===== config.mk =====
export PLATFORM = sky130hd
export DESIGN_NAME = adc_seq_ctrl
export DESIGN_NICKNAME = d
export VERILOG_FILES = /design/src/rtl/adc_seq_ctrl.sv
export SDC_FILE = /design/constraint.sdc
export NUM_CORES = 1
export LEC_CHECK = 0
export CORE_AREA = 8 8 110 162
export CTS_BUF_LIST = sky130_fd_sc_hd__clkbuf_2 sky130_fd_sc_hd__clkbuf_4 sky130_fd_sc_hd__clkbuf_8
export CTS_CLUSTER_DIAMETER = 120
export DETAILED_ROUTE_END_ITERATION = 8
export DIE_AREA = 0 0 118 170
export GPL_TIMING_DRIVEN = 0
export PLACE_DENSITY_LB_ADDON = 0.12
export SYNTH_ARGS = -nofsm -noshare
export SYNTH_HDL_FRONTEND = slang
export SYNTH_SLANG_ARGS = --single-unit

===== constraint.sdc =====
create_clock -name clk_i -period 2.9 [get_ports clk_i]
set_input_delay 0.58 -clock clk_i [delete_from_list [all_inputs] [get_ports clk_i]]
set_output_delay 0.58 -clock clk_i [all_outputs]
set_load 0.1 [all_outputs]

===== src/rtl/adc_seq_ctrl.sv =====
// adc_seq_ctrl: scans SAR ADC channels, averages 4^osr samples per channel, streams results.
// Optional conversion timeout (sticky err_timeout) is compiled in with `define ADC_SEQ_TIMEOUT_EN.
module adc_seq_ctrl #(
    parameter int NCH   = 4,
    parameter int RES_W = 16,
    parameter int TMO_W = 16,
    localparam int CW   = (NCH > 1) ? $clog2(NCH) : 1
) (
    input  logic             clk_i,
    input  logic             rst_i,
    input  logic             enable_i,
    input  logic             trig_i,
    input  logic             continuous_i,
    input  logic [NCH-1:0]   ch_mask_i,
    input  logic [2:0]       osr_sel_i,
    input  logic [TMO_W-1:0] timeout_cycles_i,
    output logic             adc_start_o,
    output logic [CW-1:0]    adc_ch_sel_o,
    input  logic [RES_W-1:0] adc_result_i,
    input  logic             adc_done_i,
    output logic [RES_W-1:0] res_data_o,
    output logic [CW-1:0]    res_ch_o,
    output logic             res_valid_o,
    input  logic             res_ready_i,
    output logic             busy_o,
    output logic             err_timeout_o
);

    localparam int ACC_W = RES_W + 8;

    typedef enum logic [2:0] {
        IDLE,
        START,
        WAIT,
        ACC,
        OUT
    } SeqState;

    SeqState          state_q, state_d;
    logic [CW-1:0]    ch_q, ch_d;
    logic [NCH-1:0]   chMask_q, chMask_d;
    logic [2:0]       osr_q, osr_d;
    logic             cont_q, cont_d;
    logic [ACC_W-1:0] acc_q, acc_d;
    logic [8:0]       sampleCnt_q, sampleCnt_d;
    logic [RES_W-1:0] resData_q, resData_d;
    logic [CW-1:0]    resCh_q, resCh_d;
    logic             resValid_q, resValid_d;

    logic             sync1_q, sync2_q, doneDly_q;
    logic             doneEdge;

    logic [CW-1:0]    firstLive, firstLatched, nextIdx;
    logic             nextFound;
    logic [3:0]       shamt;
    logic [8:0]       sampleTarget;
    logic             advance;

`ifdef ADC_SEQ_TIMEOUT_EN
    logic [TMO_W-1:0] waitCnt_q, waitCnt_d;
    logic             err_q, err_d;
    logic             tmoHit;

    assign tmoHit        = (timeout_cycles_i != '0) &&
                           ((waitCnt_q + TMO_W'(1)) == timeout_cycles_i);
    assign err_timeout_o = err_q;
`else
    logic unusedTmo;

    assign unusedTmo     = ^timeout_cycles_i;
    assign err_timeout_o = 1'b0;
`endif

    // adc_done is asynchronous: two flops to resynchronise, a third to find the rising edge
    always_ff @(posedge clk_i) begin
        if (rst_i) begin
            sync1_q   <= 1'b0;
            sync2_q   <= 1'b0;
            doneDly_q <= 1'b0;
        end else begin
            sync1_q   <= adc_done_i;
            sync2_q   <= sync1_q;
            doneDly_q <= sync2_q;
        end
    end

    assign doneEdge     = sync2_q & ~doneDly_q;
    assign shamt        = {osr_q, 1'b0};
    assign sampleTarget = 9'd1 << shamt;

    // Descending scan so the lowest qualifying channel is the one left standing
    always_comb begin
        firstLive    = '0;
        firstLatched = '0;
        nextIdx      = '0;
        nextFound    = 1'b0;
        for (int i = NCH - 1; i >= 0; i--) begin
            if (ch_mask_i[i]) begin
                firstLive = CW'(i);
            end
            if (chMask_q[i]) begin
                firstLatched = CW'(i);
            end
            if (chMask_q[i] && (CW'(i) > ch_q)) begin
                nextIdx   = CW'(i);
                nextFound = 1'b1;
            end
        end
    end

    always_comb begin
        state_d     = state_q;
        ch_d        = ch_q;
        chMask_d    = chMask_q;
        osr_d       = osr_q;
        cont_d      = cont_q;
        acc_d       = acc_q;
        sampleCnt_d = sampleCnt_q;
        resData_d   = resData_q;
        resCh_d     = resCh_q;
        resValid_d  = resValid_q;
        advance     = 1'b0;
`ifdef ADC_SEQ_TIMEOUT_EN
        waitCnt_d   = waitCnt_q;
        err_d       = err_q;
`endif

        case (state_q)
            IDLE: begin
                if (enable_i && trig_i && (|ch_mask_i)) begin
                    chMask_d = ch_mask_i;
                    osr_d    = (osr_sel_i > 3'd4) ? 3'd4 : osr_sel_i;
                    cont_d   = continuous_i;
                    ch_d     = firstLive;
                    state_d  = START;
`ifdef ADC_SEQ_TIMEOUT_EN
                    err_d    = 1'b0;
`endif
                end
            end
            START: begin
                state_d = WAIT;
`ifdef ADC_SEQ_TIMEOUT_EN
                waitCnt_d = '0;
`endif
            end
            WAIT: begin
                if (doneEdge) begin
                    acc_d       = acc_q + ACC_W'(adc_result_i);
                    sampleCnt_d = sampleCnt_q + 9'd1;
                    state_d     = ACC;
                end
`ifdef ADC_SEQ_TIMEOUT_EN
                else if (tmoHit) begin
                    err_d   = 1'b1;
                    advance = 1'b1;
                end else begin
                    waitCnt_d = waitCnt_q + TMO_W'(1);
                end
`endif
            end
            ACC: begin
                if (sampleCnt_q < sampleTarget) begin
                    state_d = START;
                end else begin
                    resData_d  = RES_W'(acc_q >> shamt);
                    resCh_d    = ch_q;
                    resValid_d = 1'b1;
                    state_d    = OUT;
                end
            end
            OUT: begin
                if (res_ready_i) begin
                    resValid_d = 1'b0;
                    advance    = 1'b1;
                end
            end
            default: begin
                state_d = IDLE;
            end
        endcase

        // A finished or abandoned channel moves on to the next enabled one
        if (advance) begin
            acc_d       = '0;
            sampleCnt_d = '0;
            if (nextFound) begin
                ch_d    = nextIdx;
                state_d = START;
            end else if (cont_q) begin
                ch_d    = firstLatched;
                state_d = START;
            end else begin
                state_d = IDLE;
            end
        end

        if (!enable_i) begin
            state_d     = IDLE;
            acc_d       = '0;
            sampleCnt_d = '0;
            resValid_d  = 1'b0;
        end
    end

    always_ff @(posedge clk_i) begin
        if (rst_i) begin
            state_q     <= IDLE;
            ch_q        <= '0;
            chMask_q    <= '0;
            osr_q       <= '0;
            cont_q      <= 1'b0;
            acc_q       <= '0;
            sampleCnt_q <= '0;
            resData_q   <= '0;
            resCh_q     <= '0;
            resValid_q  <= 1'b0;
        end else begin
            state_q     <= state_d;
            ch_q        <= ch_d;
            chMask_q    <= chMask_d;
            osr_q       <= osr_d;
            cont_q      <= cont_d;
            acc_q       <= acc_d;
            sampleCnt_q <= sampleCnt_d;
            resData_q   <= resData_d;
            resCh_q     <= resCh_d;
            resValid_q  <= resValid_d;
        end
    end

`ifdef ADC_SEQ_TIMEOUT_EN
    always_ff @(posedge clk_i) begin
        if (rst_i) begin
            waitCnt_q <= '0;
            err_q     <= 1'b0;
        end else begin
            waitCnt_q <= waitCnt_d;
            err_q     <= err_d;
        end
    end
`endif

    assign adc_start_o  = (state_q == START);
    assign adc_ch_sel_o = ch_q;
    assign busy_o       = (state_q != IDLE);
    assign res_data_o   = resData_q;
    assign res_ch_o     = resCh_q;
    assign res_valid_o  = resValid_q;

endmodule


; ---- After elaboration in Yosys (flattened, before gate mapping)
; Index checks and enable logic that the tools add are counted.
[classes]
n_addsub = 2
order_cmp = 6
n_eq_ne = 9
shifts = 2
muxes = 34
n_bitwise = 4
n_reduce_logical = 17
[op_table]
columns = operator, count
row1 = $mux W2, 17
row2 = $add A24 B16 Y24, 1
row3 = $shr A24 B4 Y16, 1
row4 = $mux W3, 5
row5 = $pmux W3 S5, 1
row6 = $mux W1, 10
row7 = $add A9 B1 Y9 const B, 1
row8 = $lt A9 B9 Y1, 1
row9 = $shl A1 B4 Y9 const A, 1
row10 = $eq A3 B2 Y1 const B, 2
row11 = $logic_and A1 B1 Y1, 6
row12 = $ne A2 B2 Y1 const B, 3
row13 = $ne A3 B3 Y1 const B, 2
row14 = $reduce_and A2 Y1, 3
row15 = $reduce_and A3 Y1, 2
row16 = $gt A1 B2 Y1 const A, 2
row17 = $gt A2 B2 Y1 const A, 2
row18 = $reduce_or A4 Y1, 1
row19 = $eq A3 B1 Y1 const B, 1
row20 = $eq A3 B3 Y1 const B, 1
row21 = $gt A3 B3 Y1 const B, 1
row22 = $logic_not A3 Y1, 1
row23 = $not A1 Y1, 3
row24 = $reduce_bool A3 Y1, 1
row25 = 5 further kinds, 5
[word_totals]
register_bits = 68
inputBits = 46
out_inout_bits = 24
word_cells = 87

; ---- Depth between registers and ports, before layout
[logic_depth]
depth_word = 9
mapped_depth = 14
depth_no_buf = 11

; ---- Least setup slack after synthesis
; OpenSTA, ideal clock, no wires.
[synth_path]
path_kind = register -> output
startpoint = register state_q[2]
endpoint = output adc_start_o
t_arrival_ps = 2636
required_ps = 2320
setup_slack_ps = -316
stages_incl_launch_ff = 3
n_path_buf = 1
path_cell_list = dfxtp_1 buf_4 nor3b_1
[synth_via]
elab_chain_len = 1
[synth_lines]
columns = element, line_no
row1 = "start, declared", 39  ; SeqState state_q, state_d;
row2 = "start signal, assigned", 219  ; state_q <= state_d;
row3 = $eq A3 B1 Y1, 244  ; assign adc_start_o = (state_q == START);
row4 = "end, declared", 17  ; output logic adc_start_o,
; No other way between the ends.

; ---- Final worst setup path
[layout_path]
startpoint = register state_q[0]
endpoint = output busy_o
[layout_via]
elab_chain_len = 1
[layout_lines]
columns = element, line_no
row1 = $reduce_bool A3 Y1, 246  ; assign busy_o = (state_q != IDLE);
row2 = "end, declared", 25  ; output logic busy_o,
; No other way between the ends.

==> results.md <==
- Area of the multi-input gates: 2800 um2
- Die Y-Extent: 170 um
- Initial antenna violation count: 0
- Core ar.: 15500 um2
- Largest family of logic cells by synthesized area: simple AND/OR/NAND/NOR gates
- Largest cells by area after synthesis: dfxtp_1, mux2i_1, a21oi_1
- # rows: 56
- CP arrival: 2.20 ns
- Slew at the pin closest to its max-slew limit: 0.994 ns
- Yosys warnings: 0
- Main synth FF type: dfxtp_1
- Overflow after GRT: 0
- Leak Pwr: 1.89 nW
- Post-synth cell types: 62
- Die area: 20100 um2
- Class of the worst hold path: flop to flop
- Reg2reg start: osr_q[0]
- # hold bufs at CTS: 0
- CP Capture Type: output pin
- Layout Cells excl Fill: 814
- Worst vdd ir: 0.000157 V
- Relative slew slack: 33.5%
- CTS tree: yes
- Detailed Route WL: 13.4 mm
- Die width: 118 um
- Pre-CTS setup slack: -0.395 ns
- Antenna viol nets, final: 0
- Post-synth EDFFs: 0
- Max FO, Critical Path: 8
- Starting Density: 28.1%
- Synth Register Bits: 68
- DRC: 0
- R2R Path End: res_data_o[10]
- Final hold vios: 0
- CP Launch Type: flop
- Pwr Density: 357 nW/um2
- Boundary Pins: 70
- Min-delay src: sync1_q
- Sink Count: 68
- Achievable frequency: 360 MHz
- Largest area contributor in the netlist: dfxtp_1
- Fillers: 1651
- DP Area: 5130 um2
- Syn_nets: 612
- Endpoints failing setup: 0
- Post-synth ARST share: 0%
- Worst-case hold path end point: sync2_q
- All-Layer GR Usage: 13.4%
- Clock root cell: clkbuf_8
- R2R Setup Slk: 0.20 ns
- Reg clk slew, reported paths: 0.07 ns
- Final Skew: 0.0121 ns
- Multiplexer share of the synthesized area: 11.0%
- Worst reg2reg path depth: 14
- Routed vias: 4057
- First-pass GRT wire length: 21.6 mm
- Placer Congestion: 0.839
- Post-Synth XOR/XNOR Area: 4.23%
- Cells after DPL: 799
- Top cell type's share of synthesized area: 31.3%
- Dpl hpwl: 10.6 mm
- Total CTS buffers: 9
- 1st-pass router iterations: 4
- Area delta synth->final: 23.3%
- Post-Synth Simple-Gate Area: 22.1%
- Worst Hold Depth: 1
- Compound-cell area share of the yosys netlist: 19.7%
- Post-Syn Area: 4350 um2
- Worst setup margin: 0.121 ns
- Adder-cell share of the synthesized area: 6.50%
- Cell count after synthesis: 544
- Setup TNS: 0 ns
- Status: completed
- CTS max path bufs: 2
- Diode count: 0
- DR vias/cell: 4.98
- Sequential cell area fraction in the yosys report: 31.3%
- Crit path time final: 2.78 ns
- Design area: 5370 um2
- Worst skew pair latency: 0.36 ns
- Layout cells sized above 1: 10.1%
- Largest net degree at the start of global routing: 20
- CP Data Required Time: 2.32 ns
- Syn_area_per_cell: 8.00 um2
- Post-layout net count: 674
- Critical Setup Path Class: flop to output pin
- Via count of the first global-routing pass: 4148
- Initial DRC Count: 219
- Final worst path period share: 95.8%
- Register area: 1360 um2
- H-tree depth: 3
- Max_cap viols: 0
- Setup Fix Bufs, Post-CTS: 0
- DR WL/cell: 16.4 um
- Max Slew Vio Count: 0
- Port bufs: 52
[per-layer routing]
metal,part of all wire (%),vias to the layer above,GRT usage [%]
met1,42,1903,14.4
met3,3.0,16,2.42
met4,1.9,0,5.31
li1,-,2065,-
met2,53,73,25.2
met5,0,-,0
[state kept, by name (all words and copies together) (netlist names)]
register,cells
sync1_q,1
osr_q,3
sampleCnt_q,9
chMask_q,4
res_data_o,16
acc_q,24
res_ch_o,2
res_valid_o,1
state_q,3
doneDly_q,1
sync2_q,1
cont_q,1
adc_ch_sel_o,2
[what timing repair did]
action	4_1_cts	5_1_grt
pin swaps	0	1
cloned	0	0
gates resized for setup	6	14
setup endpoints to repair	22	20
[worst max-delay path: stages (launching register included)]
cell and delay (ns):
dfxtp_1 0.31, buf_6 0.13, or3_1 0.42, clkdlybuf4s50_1 0.99
[power breakdown]
| group | leakage, nW | total [mW] | internal, mW | switching, mW |
|---|---|---|---|---|
| combinational | 1.25 | 0.242 | 0.102 | 0.140 |
| clock | 0.0885 | 0.725 | 0.332 | 0.394 |
| sequential | 0.549 | 0.949 | 0.942 | 0.00720 |
[how the worst max path moves through the flow]
stage	start	endpoint	slack (ns)	cells after the start
global route	osr_q[0]	res_data_o[10]	-0.04	14
detailed placement	osr_q[1]	res_data_o[9]	-0.39	13
CTS	osr_q[0]	res_data_o[9]	0.004	14
finish	state_q[0]	busy_o	0.12	3
global placement	adc_result_i[0]	acc_q[18]	-0.38	11
floorplan	osr_q[0]	res_ch_o[1]	0.28	14
[layout by cell type, fill, tap and decap left out, types with 11 or more instances in the layout]
cell type        Yosys  layout
inv_1               15      15
mux2i_1             36      36
xor2_1              12      12
nand3_1             11      11
dfxtp_1             68      68
nand2_1             63      63
nor2_1              63      62
clkbuf_1            12      11
ha_1                21      21
a21oi_1             59      59
clkdlybuf4s50_1      0      52
a211oi_1            17      17
o21ai_0             19      19
nand2b_1            12      12
[cell families after synthesis]
logic type      Yosys count
simple gates            201
compound gates          138
flops                    68
buf+inv                  49
mux                      44
fa+ha+maj                22
xor+xnor                 21
other cells               1
[final cells by class]
cell class,instances,area share [%]
Timing Repair Buffer,52,9.70
Inverter,16,1.17
Sequential cell,68,25.4
Tap cell,203,4.73
Buffer,32,3.57
Multi-Input combinational cell,427,52.2
Clock inverter,6,0.723
Clock buffer,10,2.57
[through the flow]
step	total power [mW]	utilization, %	hold WS [ns]
3_5_place_dp	1.21	33.1	0.436
4_1_cts	1.93	34.4	0.463
3_3_place_gp	1.21	33.1	0.440
5_1_grt	2.00	34.6	0.475
2_1_floorplan	1.12	-	0.414
6_report	1.92	34.6	0.457
[cell usage after synthesis, types with 2 or more instances]
| library cell | n |
|---|---|
| dfxtp_1 | 68 |
| nand2_1 | 63 |
| nor2_1 | 63 |
| a21oi_1 | 59 |
| mux2i_1 | 36 |
| ha_1 | 21 |
| o21ai_0 | 19 |
| a211oi_1 | 17 |
| inv_1 | 15 |
| buf_2 | 12 |
| clkbuf_1 | 12 |
| nand2b_1 | 12 |
| xor2_1 | 12 |
| nand3_1 | 11 |
| xnor2_1 | 9 |
| nand4_1 | 8 |
| nor3_1 | 8 |
| o211ai_1 | 7 |
| or3_1 | 6 |
| and3_1 | 5 |
| buf_4 | 5 |
| mux2_2 | 5 |
| nand3b_1 | 5 |
| nor2b_1 | 5 |
| o21a_1 | 5 |
| a31oi_1 | 4 |
| nor4_1 | 4 |
| a21o_1 | 3 |
| buf_1 | 3 |
| o2111ai_1 | 3 |
| o22ai_1 | 3 |
| mux4_2 | 2 |
| nor3b_1 | 2 |
| o311ai_0 | 2 |
| o31ai_1 | 2 |
| or2_2 | 2 |
(Power assumes the default switching activity.)
